**config.mk**
```make
export PLATFORM = sky130hd
export DESIGN_NAME = debounce_edge_bank
export DESIGN_NICKNAME = d
export VERILOG_FILES = /design/src/rtl/clock_pkg.sv /design/src/rtl/debounce_channel.sv /design/src/rtl/debounce_edge_bank.sv
export SDC_FILE = /design/constraint.sdc
export NUM_CORES = 1
export LEC_CHECK = 0
export CAP_MARGIN = 25
export CORE_ASPECT_RATIO = 0.5
export CORE_MARGIN = 1
export CORE_UTILIZATION = 35
export CTS_BUF_LIST = sky130_fd_sc_hd__clkbuf_8
export DETAILED_ROUTE_END_ITERATION = 8
export PLACE_DENSITY = 0.54
export SYNTH_ARGS = -nofsm -noshare
export SYNTH_HDL_FRONTEND = slang
export SYNTH_SLANG_ARGS = --single-unit
```
**constraint.sdc**
```tcl
create_clock -name CLK -period 4.1 [get_ports CLK]
set_input_delay 0.615 -clock CLK [delete_from_list [all_inputs] [get_ports CLK]]
set_output_delay 0.615 -clock CLK [all_outputs]
set_load 0.02 [all_outputs]
```
**src/rtl/clock_pkg.sv**
```systemverilog
// rtl/clock_pkg.sv - shared defaults and counter sizing for the front-panel input conditioner
package clock_pkg;

  // Defaults assume a 50 MHz clock: 5 ms debounce, 100 us startup, 1 s hold, 200 ms repeat.
  localparam logic        IDLE_LEVEL_DEF      = 1'b1;
  localparam int unsigned DEBOUNCE_CYCLES_DEF = 250000;
  localparam int unsigned STARTUP_CYCLES_DEF  = 5000;
  localparam int unsigned HOLD_CYCLES_DEF     = 50000000;
  localparam int unsigned REPEAT_CYCLES_DEF   = 10000000;

  // Bits needed to hold values 0..max_val, never less than one.
  function automatic int cnt_width(input longint unsigned max_val);
    return (max_val < 2) ? 1 : $clog2(max_val + 1);
  endfunction

endpackage

```
**src/rtl/debounce_channel.sv**
```systemverilog
// rtl/debounce_channel.sv - one input channel: synchroniser, debounce filter, edge and hold/repeat pulses
module debounce_channel
  import clock_pkg::*;
#(
  parameter int unsigned DEBOUNCE_CYCLES = DEBOUNCE_CYCLES_DEF,
  parameter int unsigned HOLD_CYCLES     = HOLD_CYCLES_DEF,
  parameter int unsigned REPEAT_CYCLES   = REPEAT_CYCLES_DEF,
  parameter logic        IDLE_LEVEL      = IDLE_LEVEL_DEF
) (
  input  logic CLK,
  input  logic RSTn,
  input  logic Ready,
  input  logic Pin_In,
  output logic H2L_Sig,
  output logic L2H_Sig,
  output logic Hold_Sig,
  output logic Level_Out
);

  localparam int   CW      = cnt_width(DEBOUNCE_CYCLES);
  localparam int   HW      = cnt_width(longint'(HOLD_CYCLES) + longint'(REPEAT_CYCLES));
  localparam logic PRESSED = ~IDLE_LEVEL;

  logic          s1;
  logic          s2;
  logic          db;
  logic [CW-1:0] cnt;
  logic [HW-1:0] hcnt;
  logic          h2l_q;
  logic          l2h_q;
  logic          hold_q;

  always_ff @(posedge CLK or negedge RSTn) begin
    if (!RSTn) begin
      s1     <= IDLE_LEVEL;
      s2     <= IDLE_LEVEL;
      db     <= IDLE_LEVEL;
      cnt    <= '0;
      hcnt   <= '0;
      h2l_q  <= 1'b0;
      l2h_q  <= 1'b0;
      hold_q <= 1'b0;
    end else begin
      s1     <= Pin_In;
      s2     <= s1;
      h2l_q  <= 1'b0;
      l2h_q  <= 1'b0;
      hold_q <= 1'b0;

      // Any sample matching the accepted level restarts the stability count.
      if (s2 == db) begin
        cnt <= '0;
      end else if (cnt == CW'(DEBOUNCE_CYCLES - 1)) begin
        db    <= s2;
        cnt   <= '0;
        h2l_q <= Ready & ~s2;
        l2h_q <= Ready & s2;
      end else begin
        cnt <= cnt + CW'(1);
      end

      // After the first hold tick hcnt parks at HOLD_CYCLES and, with repeat on, cycles back to it.
      if (db != PRESSED) begin
        hcnt <= '0;
      end else if (HOLD_CYCLES != 0) begin
        if ((hcnt == HW'(HOLD_CYCLES - 1)) ||
            ((REPEAT_CYCLES != 0) && (hcnt == HW'(HOLD_CYCLES + REPEAT_CYCLES - 1)))) begin
          hold_q <= Ready;
          hcnt   <= HW'(HOLD_CYCLES);
        end else if ((hcnt != HW'(HOLD_CYCLES)) || (REPEAT_CYCLES != 0)) begin
          hcnt <= hcnt + HW'(1);
        end
      end
    end
  end

  assign H2L_Sig   = h2l_q;
  assign L2H_Sig   = l2h_q;
  assign Hold_Sig  = hold_q;
  assign Level_Out = db;

endmodule

```
**src/rtl/debounce_edge_bank.sv**
```systemverilog
// rtl/debounce_edge_bank.sv - multi-channel key/pin conditioner with power-up quiet window
module debounce_edge_bank
  import clock_pkg::*;
#(
  parameter int unsigned CHANNELS        = 4,
  parameter int unsigned DEBOUNCE_CYCLES = DEBOUNCE_CYCLES_DEF,
  parameter int unsigned STARTUP_CYCLES  = STARTUP_CYCLES_DEF,
  parameter int unsigned HOLD_CYCLES     = HOLD_CYCLES_DEF,
  parameter int unsigned REPEAT_CYCLES   = REPEAT_CYCLES_DEF,
  parameter logic        IDLE_LEVEL      = IDLE_LEVEL_DEF
) (
  input  logic                CLK,
  input  logic                RSTn,
  input  logic [CHANNELS-1:0] Pin_In,
  output logic [CHANNELS-1:0] H2L_Sig,
  output logic [CHANNELS-1:0] L2H_Sig,
  output logic [CHANNELS-1:0] Hold_Sig,
  output logic [CHANNELS-1:0] Level_Out,
  output logic                Ready
);

  localparam int SW = cnt_width(STARTUP_CYCLES);

  logic [SW-1:0] scnt;
  logic          ready_q;

  // Ready latches high on the STARTUP_CYCLES-th clock after release and holds until reset.
  always_ff @(posedge CLK or negedge RSTn) begin
    if (!RSTn) begin
      scnt    <= '0;
      ready_q <= (STARTUP_CYCLES == 0);
    end else if (!ready_q) begin
      if (scnt == SW'(STARTUP_CYCLES - 1)) begin
        ready_q <= 1'b1;
      end else begin
        scnt <= scnt + SW'(1);
      end
    end
  end

  assign Ready = ready_q;

  for (genvar i = 0; i < CHANNELS; i++) begin : g_chan
    debounce_channel #(
      .DEBOUNCE_CYCLES (DEBOUNCE_CYCLES),
      .HOLD_CYCLES     (HOLD_CYCLES),
      .REPEAT_CYCLES   (REPEAT_CYCLES),
      .IDLE_LEVEL      (IDLE_LEVEL)
    ) u_chan (
      .CLK       (CLK),
      .RSTn      (RSTn),
      .Ready     (ready_q),
      .Pin_In    (Pin_In[i]),
      .H2L_Sig   (H2L_Sig[i]),
      .L2H_Sig   (L2H_Sig[i]),
      .Hold_Sig  (Hold_Sig[i]),
      .Level_Out (Level_Out[i])
    );
  end

endmodule

```
==> results.sh, run 1 <==
export IMPL_tns_ps=0
export IMPL_cts_made_buffers=34
export IMPL_io_buffers=22
export IMPL_grt_pass1_vias=7302
export IMPL_cap_violations=0
export IMPL_dr_pass1_iters=6
export IMPL_synth_nets=1054
export IMPL_drtIter0Drc=400
export IMPL_clock_sinks=214
export IMPL_grt_pass1_wl_mm=35.9
export IMPL_crit_buf_inv=1
export IMPL_fin_cells=1469
export IMPL_ys_flop_type="dfrtp_1"
export IMPL_pwr_share_comb=0.019
export IMPL_diodes=0
export IMPL_grt_max_degree=114
export IMPL_synth_edf_count=0
export IMPL_ctsResizeCount=0
export IMPL_clk_pin_slew_ps=60
export IMPL_path_cells="clkdlybuf4s50_1"
export IMPL_p_int_uw=3250
export IMPL_max_freq_mhz=374
export IMPL_vias=7293
export IMPL_h_tree_depth=2
export IMPL_via_per_inst=4.96
export IMPL_synth_seq_cells=214
export IMPL_critPathCaptureType="output pin"
export IMPL_setup_violations=0
export IMPL_die_x_um=247
export IMPL_clkPwrFrac=0.467
export IMPL_hold_buffers=0
export IMPL_grt_use_total=0.139
export IMPL_fin_util=0.399
export IMPL_p_total_uw=4160
export IMPL_ant_nets=0
export IMPL_wire_per_inst_um=13.8
export IMPL_p_sw_frac=0.220
export IMPL_hold_viol_final=0
export IMPL_seq_area_frac_synth=0.512
export IMPL_skew_ps=14.6
export IMPL_violations="design-rule violations"
export IMPL_avgSynthCellArea_um2=10.1
export IMPL_power_density_nw_per_um2=357
export IMPL_switching_power_uw=916
export IMPL_leakagePower_uw=0.00497
export IMPL_hp_class="input pin to async pin"
export IMPL_root_buffer="clkbuf_8"
export IMPL_detailed_place_hpwl_mm=13.2
export IMPL_gp_congestion=0.813
export IMPL_dp_cells=1407
export IMPL_cts_setup_buffers=0
export IMPL_period_share=0.652
export IMPL_core_area_um2=29200
export IMPL_period_needed_ps=2680
export IMPL_slowest_delay_ps=800
export IMPL_clk_path_buf_depth=3
export IMPL_cp_slowest_cell="dfrtp_1"
export IMPL_p_seq_frac=0.514
export IMPL_rsz0062_at_grt="no"
export IMPL_relSlewSlack=0.407
export IMPL_worst_slew_pin_slew_ps=889
export IMPL_start_util=0.358
export IMPL_ir_worst_vdd_mv=0.149
export IMPL_row_count=44
export IMPL_die_y_um=124
export IMPL_synthesis_area_um2=10500
export IMPL_yosys_warnings=0
export IMPL_synth_distinct_cells=55
export IMPL_cts_tree="yes"
export IMPL_yosys_area_top_type="dfrtp_1"
export IMPL_clk_latency_ps=520
export IMPL_yosysMostFrequentCell="dfrtp_1"
export IMPL_synth_top_cells_by_area="dfrtp_1 (48%), xor2_1 (8.1%), nor2_1 (6.6%), xnor2_1 (6.3%), nand3_1 (3.3%)"
export IMPL_synth_common_cells="dfrtp_1 (202), nor2_1 (183), xor2_1 (97)"
export IMPL_antenna_found_initial=0
export IMPL_async_flop_share=1.00
export IMPL_totalWireLength_mm=20.3
export IMPL_io_pins=23
export IMPL_yosysTopAreaCellShare=0.482
export IMPL_cpLargestDelayFamily="flip-flops"
export IMPL_dieArea_um2=30700
export IMPL_drc_errors=2
export IMPL_cp_required_ps=3480
export IMPL_status="complete, but fails checks"
export IMPL_syn_inst=1039
export IMPL_worstPathArrival_ps=2060
export IMPL_drive_above_1_share=0.0826
export IMPL_critical_path_class="flip-flop to output pin"
export IMPL_synthToLayoutAreaGrowth_pct=11.3
export IMPL_path_max_fanout=15
export IMPL_start_kind="flip-flop"
export IMPL_nNetsFinal=1067
export IMPL_grt_overflow_total=0
export IMPL_slew_violations=0
cells by family (layout without fill, tap and decap cells):
group	after synthesis	count (layout)	synth area share
XOR/XNOR	172	172	0.144
flip-flops	214	214	0.512
multiplexers	3	3	0.00322
buffers and inverters	67	106	0.0361
adder cells (fa/ha/maj)	9	9	0.0107
AO/OA/AOI/OAI	46	46	0.0271
AND/OR/NAND/NOR	528	528	0.267
layout make-up:
type | count | area [um2]
Clock inverter | 14 | 81.3
Fill cell | 2850 | 17600
Sequential cell | 214 | 5370
Clock buffer | 48 | 661
Inverter | 18 | 67.6
Tap cell | 391 | 489
Multi-Input combinational cell | 758 | 4730
Timing Repair Buffer | 26 | 268
worst paths after layout:
kind / cells past startpoint / slack (ps) / to / from
min in group CLK: 0 / 360 / g_chan[1].u_chan.s2$_DFF_PN1_ / g_chan[1].u_chan.s1$_DFF_PN1_
worst min register to register: 0 / 360 / g_chan[1].u_chan.s2$_DFF_PN1_ / g_chan[1].u_chan.s1$_DFF_PN1_
worst max register to register: 5 / 1740 / g_chan[0].u_chan.cnt[6]$_DFF_PN0_ / g_chan[0].u_chan.cnt[0]$_DFF_PN0_
worst min-delay path: 1 / 180 / g_chan[0].u_chan.cnt[6]$_DFF_PN0_ / RSTn
max in group asynchronous: 2 / 3050 / g_chan[3].u_chan.s1$_DFF_PN1_ / RSTn
worst max-delay path: 1 / 1420 / Ready / Ready$_DFF_PN0_
sequential cells by signal (all words and copies together) (netlist names):
register / cells
g_chan.u_chan.Level_Out: 4
g_chan.u_chan.cnt: 72
g_chan.u_chan.L2H_Sig: 4
g_chan.u_chan.hcnt: 104
scnt: 13
g_chan.u_chan.H2L_Sig: 4
g_chan.u_chan.s1: 4
Ready: 1
g_chan.u_chan.Hold_Sig: 4
g_chan.u_chan.s2: 4
stage by stage:
step | area, um2 | hold slack (ps) | worst slack [ps]
after floorplan | 10500 | 319 | 2290
after global placement | 10900 | 347 | 1830
after detailed placement | 10900 | 349 | 1740
after CTS | 11700 | 202 | 1360
after global routing | 11700 | 247 | 1310
final | 11700 | 175 | 1420
power by group through the flow:
stage,clock network (uW),registers [uW],logic [uW]
CTS,2030,2140,84.6
global placement,0,2180,81.8
detailed placement,0,2180,84.0
global route,2130,2140,95.2
floorplan,0,2180,31.0
finish,1950,2140,78.4
placed cells by master (no fill, tap or decap), drive strengths merged, types with 2 or more instances in the layout:
cell type	count
clkbuf	48
or3	3
xnor2	75
nand3	71
nor2	183
nand4	58
xor2	97
dfstp	12
and4b	9
nor3b	5
inv	29
buf	5
nand2b	6
and4	13
nand3b	3
and3	30
nor2b	2
nand4b	3
o21ai	5
a31o	2
dfrtp	202
nor4b	11
clkinv	2
nor4bb	8
nor3	20
mux2	3
and2	10
a21oi	31
clkdlybuf4s50	21
nand2	68
nor4	21
ha	9
or4	3
routing by layer:
metal / vias up / GRT usage / wire, um
met5: - / 0 / 0
met4: 0 / 0.0432 / 411
met3: 43 / 0.0306 / 717
met2: 94 / 0.205 / 8800
met1: 3568 / 0.202 / 10400
li1: 3588 / - / -
Power figures use the tool's default switching activity.
==> run 2: changes to the inputs <==
- PLACE_DENSITY: 0.54 -> 0.56
- clock period: 4.1 -> 2.3 ns (I/O delays scaled with it)
==> run 2 against run 1 <==
  * The run still ends with design-rule violations left
  * Highest routed layer unchanged
  * Register-to-register slack got worse by 1500 ps
  * Critical path depth stayed put
  * Wire length fell by 1.3%
  * Critical endpoint unchanged
  * Critical path type unchanged
==> results.sh, run 2 (same netlist as run 1, synthesis figures left out) <==
export IMPL_drc_errors=4
export IMPL_p_total_uw=7400
export IMPL_period_needed_ps=2220
export IMPL_path_max_fanout=7
export IMPL_tns_ps=0
export IMPL_violations="design-rule violations"
export IMPL_io_pins=23
export IMPL_slowest_delay_ps=710
export IMPL_clkPwrFrac=0.463
export IMPL_vias=7309
export IMPL_wire_per_inst_um=13.5
export IMPL_ant_nets=0
export IMPL_clk_pin_slew_ps=60
export IMPL_pwr_share_comb=0.021
export IMPL_cts_made_buffers=35
export IMPL_cp_required_ps=1960
export IMPL_antenna_found_initial=0
export IMPL_worstPathArrival_ps=1880
export IMPL_clk_latency_ps=540
export IMPL_core_area_um2=29200
export IMPL_clock_sinks=214
export IMPL_grt_max_degree=61
export IMPL_hold_viol_final=0
export IMPL_leakagePower_uw=0.00507
export IMPL_max_freq_mhz=450
export IMPL_detailed_place_hpwl_mm=13.3
export IMPL_ir_worst_vdd_mv=0.233
export IMPL_dieArea_um2=30700
export IMPL_largest_reg_flops=104
export IMPL_p_seq_frac=0.516
export IMPL_cpLargestDelayFamily="buffers and inverters"
export IMPL_hp_class="input pin to flip-flop"
export IMPL_dpl_cell_area_um2=11100
export IMPL_row_count=44
export IMPL_ctsResizeCount=0
export IMPL_drive_above_1_share=0.0948
export IMPL_grt_pass1_vias=7471
export IMPL_cp_slowest_cell="clkdlybuf4s50_1"
export IMPL_final_common_cell="dfrtp_1"
export IMPL_die_y_um=124
export IMPL_cap_violations=0
export IMPL_clk_path_buf_depth=3
export IMPL_r2r_start="g_chan[0].u_chan.hcnt[0]$_DFF_PN0_"
export IMPL_rsz0062_at_grt="no"
export IMPL_grt_pass1_wl_mm=35.5
export IMPL_grt_use_total=0.138
export IMPL_start_util=0.358
export IMPL_critPathLaunch="Ready$_DFF_PN0_"
export IMPL_drtIter0Drc=421
export IMPL_die_x_um=247
export IMPL_top_regs="g_chan.u_chan.hcnt: 104 flops, g_chan.u_chan.cnt: 72 flops, scnt: 13 flops"
export IMPL_switching_power_uw=1650
export IMPL_fin_cells=1488
export IMPL_layout_common_cells="dfrtp_1 (202), nor2_1 (183), xor2_1 (97), xnor2_1 (75), nand3_1 (70)"
export IMPL_totalWireLength_mm=20.0
export IMPL_skew_ps=23.6
export IMPL_critical_path_class="flip-flop to output pin"
export IMPL_root_buffer="clkbuf_8"
export IMPL_power_density_nw_per_um2=626
export IMPL_period_share=0.966
export IMPL_nNetsFinal=1085
export IMPL_critPathCaptureType="output pin"
export IMPL_cts_setup_buffers=0
export IMPL_synthToLayoutAreaGrowth_pct=12.8
export IMPL_dp_cells=1423
export IMPL_gp_congestion=0.823
export IMPL_holdWs_ps=214
export IMPL_crit_buf_inv=1
export IMPL_worst_slew_pin_slew_ps=585
export IMPL_io_buffers=22
export IMPL_start_kind="flip-flop"
export IMPL_cts_tree="yes"
export IMPL_p_sw_frac=0.223
export IMPL_path_cells="clkdlybuf4s50_1"
export IMPL_dr_pass1_iters=6
export IMPL_top_register="g_chan.u_chan.hcnt"
export IMPL_min_delay_start="Pin_In[3]"
export IMPL_via_per_inst=4.91
export IMPL_h_tree_depth=2
export IMPL_status="complete, but fails checks"
export IMPL_hold_buffers=1
export IMPL_grt_overflow_total=0
export IMPL_setup_violations=0
export IMPL_p_int_uw=5750
export IMPL_postLayoutCellArea_um2=11800
export IMPL_diodes=0
export IMPL_slew_violations=0
export IMPL_relSlewSlack=0.607
[run 2: changes by cell type in the layout (fill, tap and decap cells not counted), sizes merged]
cell / before / now
buf: 5 / 21
inv: 29 / 33
clkinv: 2 / 0
clkbuf: 48 / 46
clkinvlp: 0 / 2
dlygate4sd3: 0 / 1
[run 2: power by group through the flow]
stage | Clock (uW) | Combinational [uW] | Sequential [uW]
6_report | 3430 | 154 | 3820
5_1_grt | 3760 | 185 | 3820
4_1_cts | 3590 | 164 | 3810
3_5_place_dp | 0 | 161 | 3880
3_3_place_gp | 0 | 157 | 3880
2_1_floorplan | 0 | 55.3 | 3880
[run 2: area by class of cell]
class | count | area, um2
clock buffer | 46 | 633
clock inverter | 18 | 106
fill | 2798 | 17400
inverter | 18 | 67.6
multi-input combinational | 758 | 4730
sequential | 214 | 5370
tap | 391 | 489
timing repair buffer | 43 | 423
[run 2: through the flow]
stage | utilization | worst slack, ps
3_3_place_gp | 0.379 | 335
3_5_place_dp | 0.379 | 229
6_report | 0.404 | 78.9
4_1_cts | 0.404 | 17.3
5_1_grt | 0.404 | 18.4
2_1_floorplan | - | 488
[run 2: final timing paths]
kind	end	slack, ps	cells after the start
worst max-delay path	Ready	80	1
worst min-delay path	g_chan[3].u_chan.s1$_DFF_PN1_	210	1
worst max register to register	g_chan[0].u_chan.hcnt[16]$_DFF_PN0_	210	6
worst min register to register	g_chan[2].u_chan.s2$_DFF_PN1_	360	0
max in group asynchronous	scnt[9]$_DFFE_PN0P_	1230	3
min in group asynchronous	g_chan[0].u_chan.cnt[10]$_DFF_PN0_	340	2
[run 2: layer usage]
| metal | vias up | track usage | routed length (um) | share of wire |
|---|---|---|---|---|
| met5 | - | 0 | 0 | 0 |
| met4 | 0 | 0.0447 | 371 | 0.019 |
| met3 | 34 | 0.0295 | 792 | 0.040 |
| met2 | 98 | 0.218 | 9030 | 0.45 |
| met1 | 3553 | 0.189 | 9850 | 0.49 |
| li1 | 3624 | - | - | - |
